<file path="config.mk">
export PLATFORM = sky130hd
export DESIGN_NAME = complex_axis_requantizer_flat
export DESIGN_NICKNAME = d
export VERILOG_FILES = /design/src/rtl/complex_axis_requantizer_if.sv /design/src/rtl/complex_axis_requantizer.sv /design/src/flat_wrapper.sv
export SDC_FILE = /design/constraint.sdc
export NUM_CORES = 1
export LEC_CHECK = 0
export CAP_MARGIN = 20
export CORE_ASPECT_RATIO = 2
export CORE_MARGIN = 2
export CORE_UTILIZATION = 35
export CTS_CLUSTER_DIAMETER = 120
export DETAILED_ROUTE_END_ITERATION = 12
export PLACE_DENSITY = 0.58
export SLEW_MARGIN = 20
export SYNTH_ARGS = -nofsm -noshare
export SYNTH_HDL_FRONTEND = slang
export SYNTH_SLANG_ARGS = --single-unit
export TNS_END_PERCENT = 10
</file>
<file path="constraint.sdc">
create_clock -name aclk -period 2.8 [get_ports aclk]
set_clock_uncertainty 0.05 [all_clocks]
set_input_delay 0.84 -clock aclk [delete_from_list [all_inputs] [get_ports aclk]]
set_output_delay 0.84 -clock aclk [all_outputs]
set_load 0.005 [all_outputs]
</file>
<file path="src/rtl/complex_axis_requantizer_if.sv">
// AXI-Stream style beat bundle shared by the requantizer input and output ports.
// A beat moves on a rising edge where tvalid and tready are both 1; tdata/tuser are held while tvalid=1 and tready=0.
interface complex_axis_requantizer_if #(
    parameter int DATA_W = 64,
    parameter int USER_W = 2
);
    logic [DATA_W-1:0] tdata;
    logic [USER_W-1:0] tuser;
    logic              tvalid;
    logic              tready;

    modport master (output tdata, output tuser, output tvalid, input tready);
    modport slave  (input tdata, input tuser, input tvalid, output tready);
endinterface

</file>
<file path="src/rtl/complex_axis_requantizer.sv">
// Complex sample requantizer: register, round/shift/saturate each component, then buffer in a small FIFO.
// Input readiness is registered from post-edge occupancy so the FIFO can absorb the in-flight stage-1 beat.
module complex_axis_requantizer #(
    parameter int OPERAND_WIDTH_IN  = 32,
    parameter int OPERAND_WIDTH_OUT = 16,
    parameter int SHIFT             = 15,
    parameter int ROUND_MODE        = 0,
    parameter int FIFO_DEPTH        = 4
) (
    input  logic                      aclk,
    input  logic                      aresetn,
    complex_axis_requantizer_if.slave  s_axis,
    complex_axis_requantizer_if.master m_axis,
    output logic                      pad_error
);
    localparam int IN  = OPERAND_WIDTH_IN;
    localparam int OUT = OPERAND_WIDTH_OUT;
    localparam int IW  = ((IN * 2 + 15) / 16) * 16;
    localparam int OW  = ((OUT * 2 + 15) / 16) * 16;
    localparam int IH  = IW / 2;
    localparam int OH  = OW / 2;
    localparam int EW  = IN + 1;
    localparam int AW  = $clog2(FIFO_DEPTH);
    localparam int CW  = AW + 1;
    localparam int RSH = (SHIFT > 0) ? SHIFT - 1 : 0;
    localparam logic [EW-1:0] RND = (ROUND_MODE == 1 && SHIFT > 0) ? (EW'(1) << RSH) : '0;

    // One extra bit keeps the rounding add from overflowing; result is {sat, value}.
    function automatic logic [OUT:0] requant(input logic [IN-1:0] comp);
        logic signed [EW-1:0]  ext;
        logic signed [EW-1:0]  sum;
        logic signed [EW-1:0]  shd;
        logic signed [OUT-1:0] nar;
        logic                  sat;
        ext = EW'($signed(comp));
        sum = ext + $signed(RND);
        shd = sum >>> SHIFT;
        nar = shd[OUT-1:0];
        sat = (shd != EW'(nar));
        if (sat) begin
            nar = shd[EW-1] ? {1'b1, {(OUT-1){1'b0}}} : {1'b0, {(OUT-1){1'b1}}};
        end
        return {sat, nar};
    endfunction

    logic [IH-1:0] in_re_half, in_im_half;
    logic [IN-1:0] in_re, in_im;
    logic          pad_bad;
    logic          unused_s_tuser;

    assign in_re_half     = s_axis.tdata[IH-1:0];
    assign in_im_half     = s_axis.tdata[IW-1:IH];
    assign in_re          = in_re_half[IN-1:0];
    assign in_im          = in_im_half[IN-1:0];
    assign pad_bad        = (in_re_half != IH'($signed(in_re))) || (in_im_half != IH'($signed(in_im)));
    assign unused_s_tuser = ^s_axis.tuser;

    logic          s1_valid_q, s1_valid_d;
    logic [IN-1:0] s1_re_q, s1_re_d;
    logic [IN-1:0] s1_im_q, s1_im_d;
    logic          s_ready_q, s_ready_d;
    logic          pad_q, pad_d;
    logic [AW-1:0] wr_ptr_q, wr_ptr_d;
    logic [AW-1:0] rd_ptr_q, rd_ptr_d;
    logic [CW-1:0] count_q, count_d;
    logic [CW-1:0] occ_d;
    logic          s_fire, m_fire, m_valid;

    logic [OUT:0]          re_r, im_r;
    logic signed [OUT-1:0] re_o, im_o;
    logic [OW-1:0]         s2_data;
    logic [1:0]            s2_user;

    assign re_r    = requant(s1_re_q);
    assign im_r    = requant(s1_im_q);
    assign re_o    = re_r[OUT-1:0];
    assign im_o    = im_r[OUT-1:0];
    assign s2_data = {OH'(im_o), OH'(re_o)};
    assign s2_user = {im_r[OUT], re_r[OUT]};

    assign m_valid = (count_q != '0);

    always_comb begin
        s_fire     = s_axis.tvalid & s_ready_q;
        m_fire     = m_valid & m_axis.tready;
        s1_valid_d = s_fire;
        s1_re_d    = s_fire ? in_re : s1_re_q;
        s1_im_d    = s_fire ? in_im : s1_im_q;
        pad_d      = pad_q | (s_fire & pad_bad);
        wr_ptr_d   = wr_ptr_q;
        rd_ptr_d   = rd_ptr_q;
        count_d    = count_q;
        if (s1_valid_q) begin
            wr_ptr_d = wr_ptr_q + AW'(1);
        end
        if (m_fire) begin
            rd_ptr_d = rd_ptr_q + AW'(1);
        end
        case ({s1_valid_q, m_fire})
            2'b10:   count_d = count_q + CW'(1);
            2'b01:   count_d = count_q - CW'(1);
            default: count_d = count_q;
        endcase
        // Occupancy includes the stage-1 beat, which lands in the FIFO one edge later.
        occ_d     = count_d + CW'(s1_valid_d);
        s_ready_d = (occ_d <= CW'(FIFO_DEPTH - 2));
    end

    always_ff @(posedge aclk or negedge aresetn) begin
        if (!aresetn) begin
            s1_valid_q <= 1'b0;
            s1_re_q    <= '0;
            s1_im_q    <= '0;
            s_ready_q  <= 1'b0;
            pad_q      <= 1'b0;
            wr_ptr_q   <= '0;
            rd_ptr_q   <= '0;
            count_q    <= '0;
        end else begin
            s1_valid_q <= s1_valid_d;
            s1_re_q    <= s1_re_d;
            s1_im_q    <= s1_im_d;
            s_ready_q  <= s_ready_d;
            pad_q      <= pad_d;
            wr_ptr_q   <= wr_ptr_d;
            rd_ptr_q   <= rd_ptr_d;
            count_q    <= count_d;
        end
    end

    logic [OW+1:0] mem_q [FIFO_DEPTH];
    logic [OW+1:0] head;

    always_ff @(posedge aclk) begin
        if (s1_valid_q) begin
            mem_q[wr_ptr_q] <= {s2_user, s2_data};
        end
    end

    // Head is gated by valid so an empty (or reset) FIFO presents zeros.
    assign head          = m_valid ? mem_q[rd_ptr_q] : '0;
    assign m_axis.tdata  = head[OW-1:0];
    assign m_axis.tuser  = head[OW+1:OW];
    assign m_axis.tvalid = m_valid;
    assign s_axis.tready = s_ready_q;
    assign pad_error     = pad_q;
endmodule

</file>
<file path="src/flat_wrapper.sv">
// flat-port wrapper written by rule: the top's interface ports become plain ports
module complex_axis_requantizer_flat 
#(
    parameter int OPERAND_WIDTH_IN  = 32,
    parameter int OPERAND_WIDTH_OUT = 16,
    parameter int SHIFT             = 15,
    parameter int ROUND_MODE        = 0,
    parameter int FIFO_DEPTH        = 4
)
  (aclk, aresetn, pad_error, s_axis_tdata, s_axis_tuser, s_axis_tvalid, s_axis_tready, m_axis_tdata, m_axis_tuser, m_axis_tvalid, m_axis_tready);
  complex_axis_requantizer_if #(.DATA_W(64), .USER_W(2)) s_axis_i ();
  complex_axis_requantizer_if #(.DATA_W(32), .USER_W(2)) m_axis_i ();
  input  logic aclk;
  input  logic aresetn;
  output logic pad_error;
  input wire logic [$bits(s_axis_i.tdata)-1:0] s_axis_tdata;
  input wire logic [$bits(s_axis_i.tuser)-1:0] s_axis_tuser;
  input wire logic [$bits(s_axis_i.tvalid)-1:0] s_axis_tvalid;
  output wire logic [$bits(s_axis_i.tready)-1:0] s_axis_tready;
  output wire logic [$bits(m_axis_i.tdata)-1:0] m_axis_tdata;
  output wire logic [$bits(m_axis_i.tuser)-1:0] m_axis_tuser;
  output wire logic [$bits(m_axis_i.tvalid)-1:0] m_axis_tvalid;
  input wire logic [$bits(m_axis_i.tready)-1:0] m_axis_tready;
  assign s_axis_i.tdata = s_axis_tdata;
  assign s_axis_i.tuser = s_axis_tuser;
  assign s_axis_i.tvalid = s_axis_tvalid;
  assign s_axis_tready = s_axis_i.tready;
  assign m_axis_tdata = m_axis_i.tdata;
  assign m_axis_tuser = m_axis_i.tuser;
  assign m_axis_tvalid = m_axis_i.tvalid;
  assign m_axis_i.tready = m_axis_tready;
  complex_axis_requantizer #(.OPERAND_WIDTH_IN(OPERAND_WIDTH_IN), .OPERAND_WIDTH_OUT(OPERAND_WIDTH_OUT), .SHIFT(SHIFT), .ROUND_MODE(ROUND_MODE), .FIFO_DEPTH(FIFO_DEPTH)) u_core (.aclk(aclk), .aresetn(aresetn), .s_axis(s_axis_i), .m_axis(m_axis_i), .pad_error(pad_error));
endmodule
</file>
=== After elaboration in Yosys (flattened, before gate mapping) ===
Memories as Yosys holds them, arrays and structs flattened.
Cells that the tools add are included.

* Reduce and logical (&&, ||, !) cells: 1
* Multiply operators: 0
* Mux-type cells: 8
* Eq/ne operators: 4
* Magnitude comparators: 1
* Bitwise gates (word level): 2
* Divide/modulo/power cells: 0
* Shift-type cells: 0
* Add/subtract/negate cells: 5

{| class="wikitable"
|+ Operators by type and width
! operator !! number
|-
| $mux 16 || 4
|-
| $mux 34 || 1
|-
| $pmux 3 s2 || 1
|-
| $add 2x1->2 const B || 2
|-
| $add 3x1->3 || 1
|-
| $add 3x1->3 const B || 1
|-
| $le 3x2->1 const B || 1
|-
| $reduce_bool 3->1 || 1
|-
| $sub 3x1->3 const B || 1
|-
| $and 1x1->1 || 2
|-
| $eq 2x1->1 const B || 1
|-
| $eq 2x2->1 const B || 1
|-
| $mux 1 || 2
|-
| $ne 1x1->1 || 2
|}

* Input bits: 70
* Flip-flop bits (word level): 73
* Word-level logic and storage cells: 29
* ROM bits: 0
* Output and inout bits: 37
* Bits in latches: 0
* Memory bits (writable): 136
* Memories kept: 1

{| class="wikitable"
|+ Memories
! name !! depth !! bits a word !! rd ports !! clocked after Yosys merged registers in !! write ports !! RTL line !! source
|-
| u_core.mem_q || 4 || 34 || 1 || 0 || 1 || complex_axis_requantizer.sv:131 || <nowiki>logic [OW+1:0] mem_q [FIFO_DEPTH];</nowiki>
|}

=== Logic depth before layout (Yosys ltp) ===
* Word-level depth: 6
* Depth in mapped cells: 11
* Depth with buffers taken out: 10

=== Worst setup path after synthesis ===
No wires, ideal clock.

* Path kind: register to register
* From: register u_core.count_q[0]
* To: register u_core.s_ready_q (netlist: u_core.s_axis.tready)
* Stages on the path, launching flop included: 12
* Period minus slack after synthesis: 2.806 ns
* Arrival time: 2.640 ns
* Required time: 2.634 ns
* Path buffers: 1
* Path slack: -0.006 ns
* Setup time: 0.116 ns
* Path through: dfrtp_1 -> or3_1 -> clkbuf_1 -> and2_1 -> ha_1 -> inv_1 -> fa_1 -> mux2i_1 -> ha_1 -> and2_1 -> a2111o_1 -> o311ai_0

* Cells in the longest elaborated chain, start to end: 6
* Elaborated cells between the ends (all ways): 9
* Classes of those cells: add/sub: 3; order compare: 1; eq/ne: 2; mux: 1; bitwise: 1; reduce/logical: 1

{| class="wikitable"
|+ RTL lines
! item !! RTL line !! source
|-
| start: declaration || complex_axis_requantizer.sv:65 || <nowiki>logic [CW-1:0] count_q, count_d;</nowiki>
|-
| start signal: assignment || complex_axis_requantizer.sv:127 || <nowiki>count_q <= count_d;</nowiki>
|-
| $reduce_bool 3->1 || complex_axis_requantizer.sv:81 || <nowiki>assign m_valid = (count_q != '0);</nowiki>
|-
| $and 1x1->1 || complex_axis_requantizer.sv:85 || <nowiki>m_fire = m_valid & m_axis.tready;</nowiki>
|-
| $eq 2x1->1 or $eq 2x2->1 (tied branches) || complex_axis_requantizer.sv:99 || <nowiki>case ({s1_valid_q, m_fire})</nowiki>
|-
| $pmux 3 s2 (*) || complex_axis_requantizer.sv:99 ||
|-
| via u_core.count_d[1] || complex_axis_requantizer.sv:65 ||
|-
| $add 3x1->3 (*) || complex_axis_requantizer.sv:105 || <nowiki>occ_d = count_d + CW'(s1_valid_d);</nowiki>
|-
| $le 3x2->1 (*) || complex_axis_requantizer.sv:106 || <nowiki>s_ready_d = (occ_d <= CW'(FIFO_DEPTH - 2));</nowiki>
|-
| via u_core.s_ready_d || complex_axis_requantizer.sv:61 || <nowiki>logic s_ready_q, s_ready_d;</nowiki>
|-
| end signal: assignment || complex_axis_requantizer.sv:123 || <nowiki>s_ready_q <= s_ready_d;</nowiki>
|-
| end: declaration || complex_axis_requantizer.sv:61 ||
|}

Mark *: on every way through the listed nets, which the timed path passes. The rest lies on a longest branch.
A chain may end at the register's enable or synchronous reset.

=== Final worst setup path ===
* From: register u_core.rd_ptr_q[0]
* To: output m_axis_tdata[4]

* Cells in the longest elaborated chain, start to end: 2

{| class="wikitable"
|+ RTL lines
! item !! RTL line !! source
|-
| start: declaration || complex_axis_requantizer.sv:64 || <nowiki>logic [AW-1:0] rd_ptr_q, rd_ptr_d;</nowiki>
|-
| start signal: assignment || complex_axis_requantizer.sv:126 || <nowiki>rd_ptr_q <= rd_ptr_d;</nowiki>
|-
| $mem_v2 4x34 || -- ||
|-
| $mux 34 || complex_axis_requantizer.sv:141 || <nowiki>assign head = m_valid ? mem_q[rd_ptr_q] : '0;</nowiki>
|-
| end: declaration || flat_wrapper.sv:20 || <nowiki>output wire logic [$bits(m_axis_i.tdata)-1:0] m_axis_tdata;</nowiki>
|}

Every way passes these cells.

==> results by group <==
Critical path
  – Worst EP arrival: 1.96 ns
  – Crit-path max FO: 4
  – WP buf/inv: 4
  – Crit-path most repeated cell: buf_12
  – CP Class: register to output pin
  – Kind of end point of the critical path: output pin
  – Largest delay share family, worst path: buffers and inverters
  – CP Cell Sequence: buf_12 -> buf_12 -> buf_12 -> mux4_2 -> and2_4 -> buf_6
  – CP Launch Type: register
  – Worst EP required: 1.91 ns
  – Largest stage delay, worst path: 0.43 ns
  – Slowest cell on the critical path: dfrtp_2

STA
  – Final worst slack: -0.0459 ns
  – Fmax: 351 MHz
  – Final hold vios: 0
  – Slew @ Worst Pin: 0.544 ns
  – Slew Limit Headroom: 63.7%
  – Tcrit/Tclk final: 102%
  – Count of pins over their slew limit: 0
  – Crit path time final: 2.85 ns
  – RSZ-0062 raised after global routing: yes
  – Endpoints failing setup: 14

Yosys
  – Area share of the largest cell type after synthesis: around 56%
  – Netlist cell types: 33
  – Synth async-reset ratio: 24.0%
  – Top FF cell, synth: edfxtp_1
  – Post-synth top cells: edfxtp_1 (136), dfrtp_1 (43), and2_1 (40), mux4_2 (28), inv_1 (26)
  – EDFF count, synth: 136
  – Synth area leader: edfxtp_1
  – Mapped Area: 7340 um2
  – Net Count, Synth: 504
  – Post-synthesis sequential area ratio: 70.3%
  – Post-synthesis cell count: 422
  – Yosys warning count: 0
  – Synth Register Bits: 179
  – Count leader, synth: edfxtp_1
  – Synth Area per Inst: 17.4 um2
  – Synth top area cells: edfxtp_1 (56%), dfrtp_1 (15%), mux4_2 (8.6%)

Clocking
  – Hold Buf Count CTS: 0
  – CTS tree: yes
  – CTS clk-pin slew, worst paths: about 0.070 ns
  – Htree depth: 4
  – Clk sinks: 179
  – Inserted Clock Buffers: 17
  – CTS root buf: clkbuf_16
  – Clock latency on the worst-skew pair: 0.44 ns
  – CTS Buffer Depth: 2

Place
  – Pre-CTS setup slack: -0.617 ns
  – Number of port buffers: 73
  – Placed cell count: 764
  – DPL Wire Length: 9020 um
  – GP Congestion: 0.674

Power
  – Pwr dens: 1260 nW/um2
  – Total power draw: approximately 12 mW
  – Pleak: ~3.5 nW
  – Max IR drop VDD: 0.582 mV

Flow run
  – Max_cap viols: 0

Floorplan
  – Die Wd: 106 um
  – Rows: 75
  – Core ar.: 20700 um2
  – Initial core utilization: 35.4%
  – Boundary Pins: 107
  – DIE AREA: 22200 um2
  – Die Ht: 209 um

Cells and area
  – Layout area overhead: 27.6%
  – Ant diodes: 0
  – Final Non-Filler Cells: just over 800
  – Fraction of layout cells with a size suffix above 1: a little under two fifths
  – Fin nets: 611
  – Final-layout fill cell count: 1827

Routing
  – Via/cell ratio: 4.77
  – Drt total wl: 14700 um
  – # DRC: 0
  – WL/cell: 18.1 um
  – Initial drt markers: 159
  – Antenna-violating nets left: 0
  – TritonRoute pass-1 iters: 4
  – Via count: 3867

Global routing
  – First-pass GRT wire length: around 23000 um
  – Tot GR Track Use: 14.0%
  – Pin count of the biggest net entering global routing: 37
  – Vias in the first global route: 4186
  – Total overflow reported by the global router: 0
  – Antenna violations before repair: 0

Run status
  – Status: finished with violations
  – Failing checks: negative setup slack

Min path
  – Hold Crit Class: primary input to asynchronous set/reset pin
[kinds of logic (layout without fill, tap and decap cells)]
| family | after synthesis | in the layout | synth area share, % |
|---|---|---|---|
| xor gates and xnor gates | 6 | 6 | 0.716 |
| muxes | 52 | 52 | 13.5 |
| and+or+nand+nor | 69 | 69 | 5.44 |
| other | 1 | 1 | 0.0511 |
| buffers and inverters | 51 | 171 | 3.61 |
| DFF | 179 | 179 | 70.3 |
| AOI/OAI and AO/OA | 52 | 52 | 4.23 |
| adders and majority gates | 12 | 12 | 2.15 |
[power breakdown]
part	total (mW)	leakage [nW]	switching [mW]	internal (mW)
logic	4.87	1.49	2.31	2.56
registers	4.41	1.75	0.233	4.17
clock network	2.52	0.311	1.07	1.45
total	11.8	3.55	3.61	8.19
[worst paths after layout]
kind | start | endpoint | slack, ns | cells after the start
worst max-delay path | u_core.rd_ptr_q[0]$_DFFE_PN0N_ | m_axis_tdata[4] | -0.05 | 6
worst min-delay path | aresetn | u_core.s1_im_q[15]$_DFFE_PN0P_ | 0.33 | 1
worst max register to register | u_core.count_q[1]$_DFF_PN0_ | u_core.s_axis.tready$_DFF_PN0_ | 0.01 | 10
worst min register to register | u_core.s1_im_q[20]$_DFFE_PN0P_ | u_core.s1_im_q[20]$_DFFE_PN0P_ | 0.46 | 1
max in group asynchronous | aresetn | u_core.rd_ptr_q[1]$_DFFE_PN0N_ | 1.76 | 2
min in group aclk | u_core.s1_im_q[20]$_DFFE_PN0P_ | u_core.s1_im_q[20]$_DFFE_PN0P_ | 0.46 | 1
[what timing repair did]
item	4_1_cts	5_1_grt
resized for setup	160	39
pin swaps	0	4
endpoints found under the hold margin	0	0
buffers inserted	13	1
endpoints found under the setup margin	36	36
gates cloned	2	0
[final cells by class]
type                       instances  area (um2)  share of cell area, %
clock buffer                      17         425                   4.54
sequential                       179        5160                   55.2
timing repair buffer             113        1140                   12.2
multi-input combinational        192        1980                   21.2
inverter                          26        97.6                   1.04
clock inverter                    15         211                   2.26
tap                              269         337                   3.60
[state kept, by name, summed over array words and instances, names as in the netlist]
name                  flops
u_core.s1_re_q           17
u_core.s_axis.tready      1
u_core.wr_ptr_q           2
u_core.s1_valid_q         1
u_core.count_q            3
u_core.rd_ptr_q           2
u_core.mem_q            136
u_core.s1_im_q           17
[per-stage QoR]
stage	setup TNS, ns	hold WS, ns	area [um2]	utilization, %
after floorplan	0	0.430	7340	-
after global placement	-0.659	0.442	8500	41.0
after detailed placement	-0.708	0.444	8500	41.0
after CTS	-2.17	0.339	9350	45.1
after global routing	-2.04	0.351	9360	45.1
final	-0.426	0.332	9360	45.1
[per-layer routing]
metal  up-vias  track usage [%]  routed length, um
met5         -                0                  0
met4         0             4.76                148
met3        10             2.96                446
met2        79             23.7               7800
met1      1985             17.9               6320
li1       1793                -                  -
[placed cells by master, fill, tap and decap left out, types with 4 or more instances in the layout]
cell,instances
clkdlybuf4s50_1,36
inv_1,25
mux4_2,34
clkbuf_16,17
o21ai_0,19
nand3_1,18
and2_1,7
dfrtp_1,41
xor2_1,4
clkbuf_2,10
a21o_1,15
a21oi_1,15
buf_2,6
inv_8,7
mux2_2,17
buf_6,24
and2_4,29
edfxtp_1,136
buf_12,9
ha_1,9
buf_4,22
and2_2,4
No activity file was read; power rests on OpenSTA's default activity.
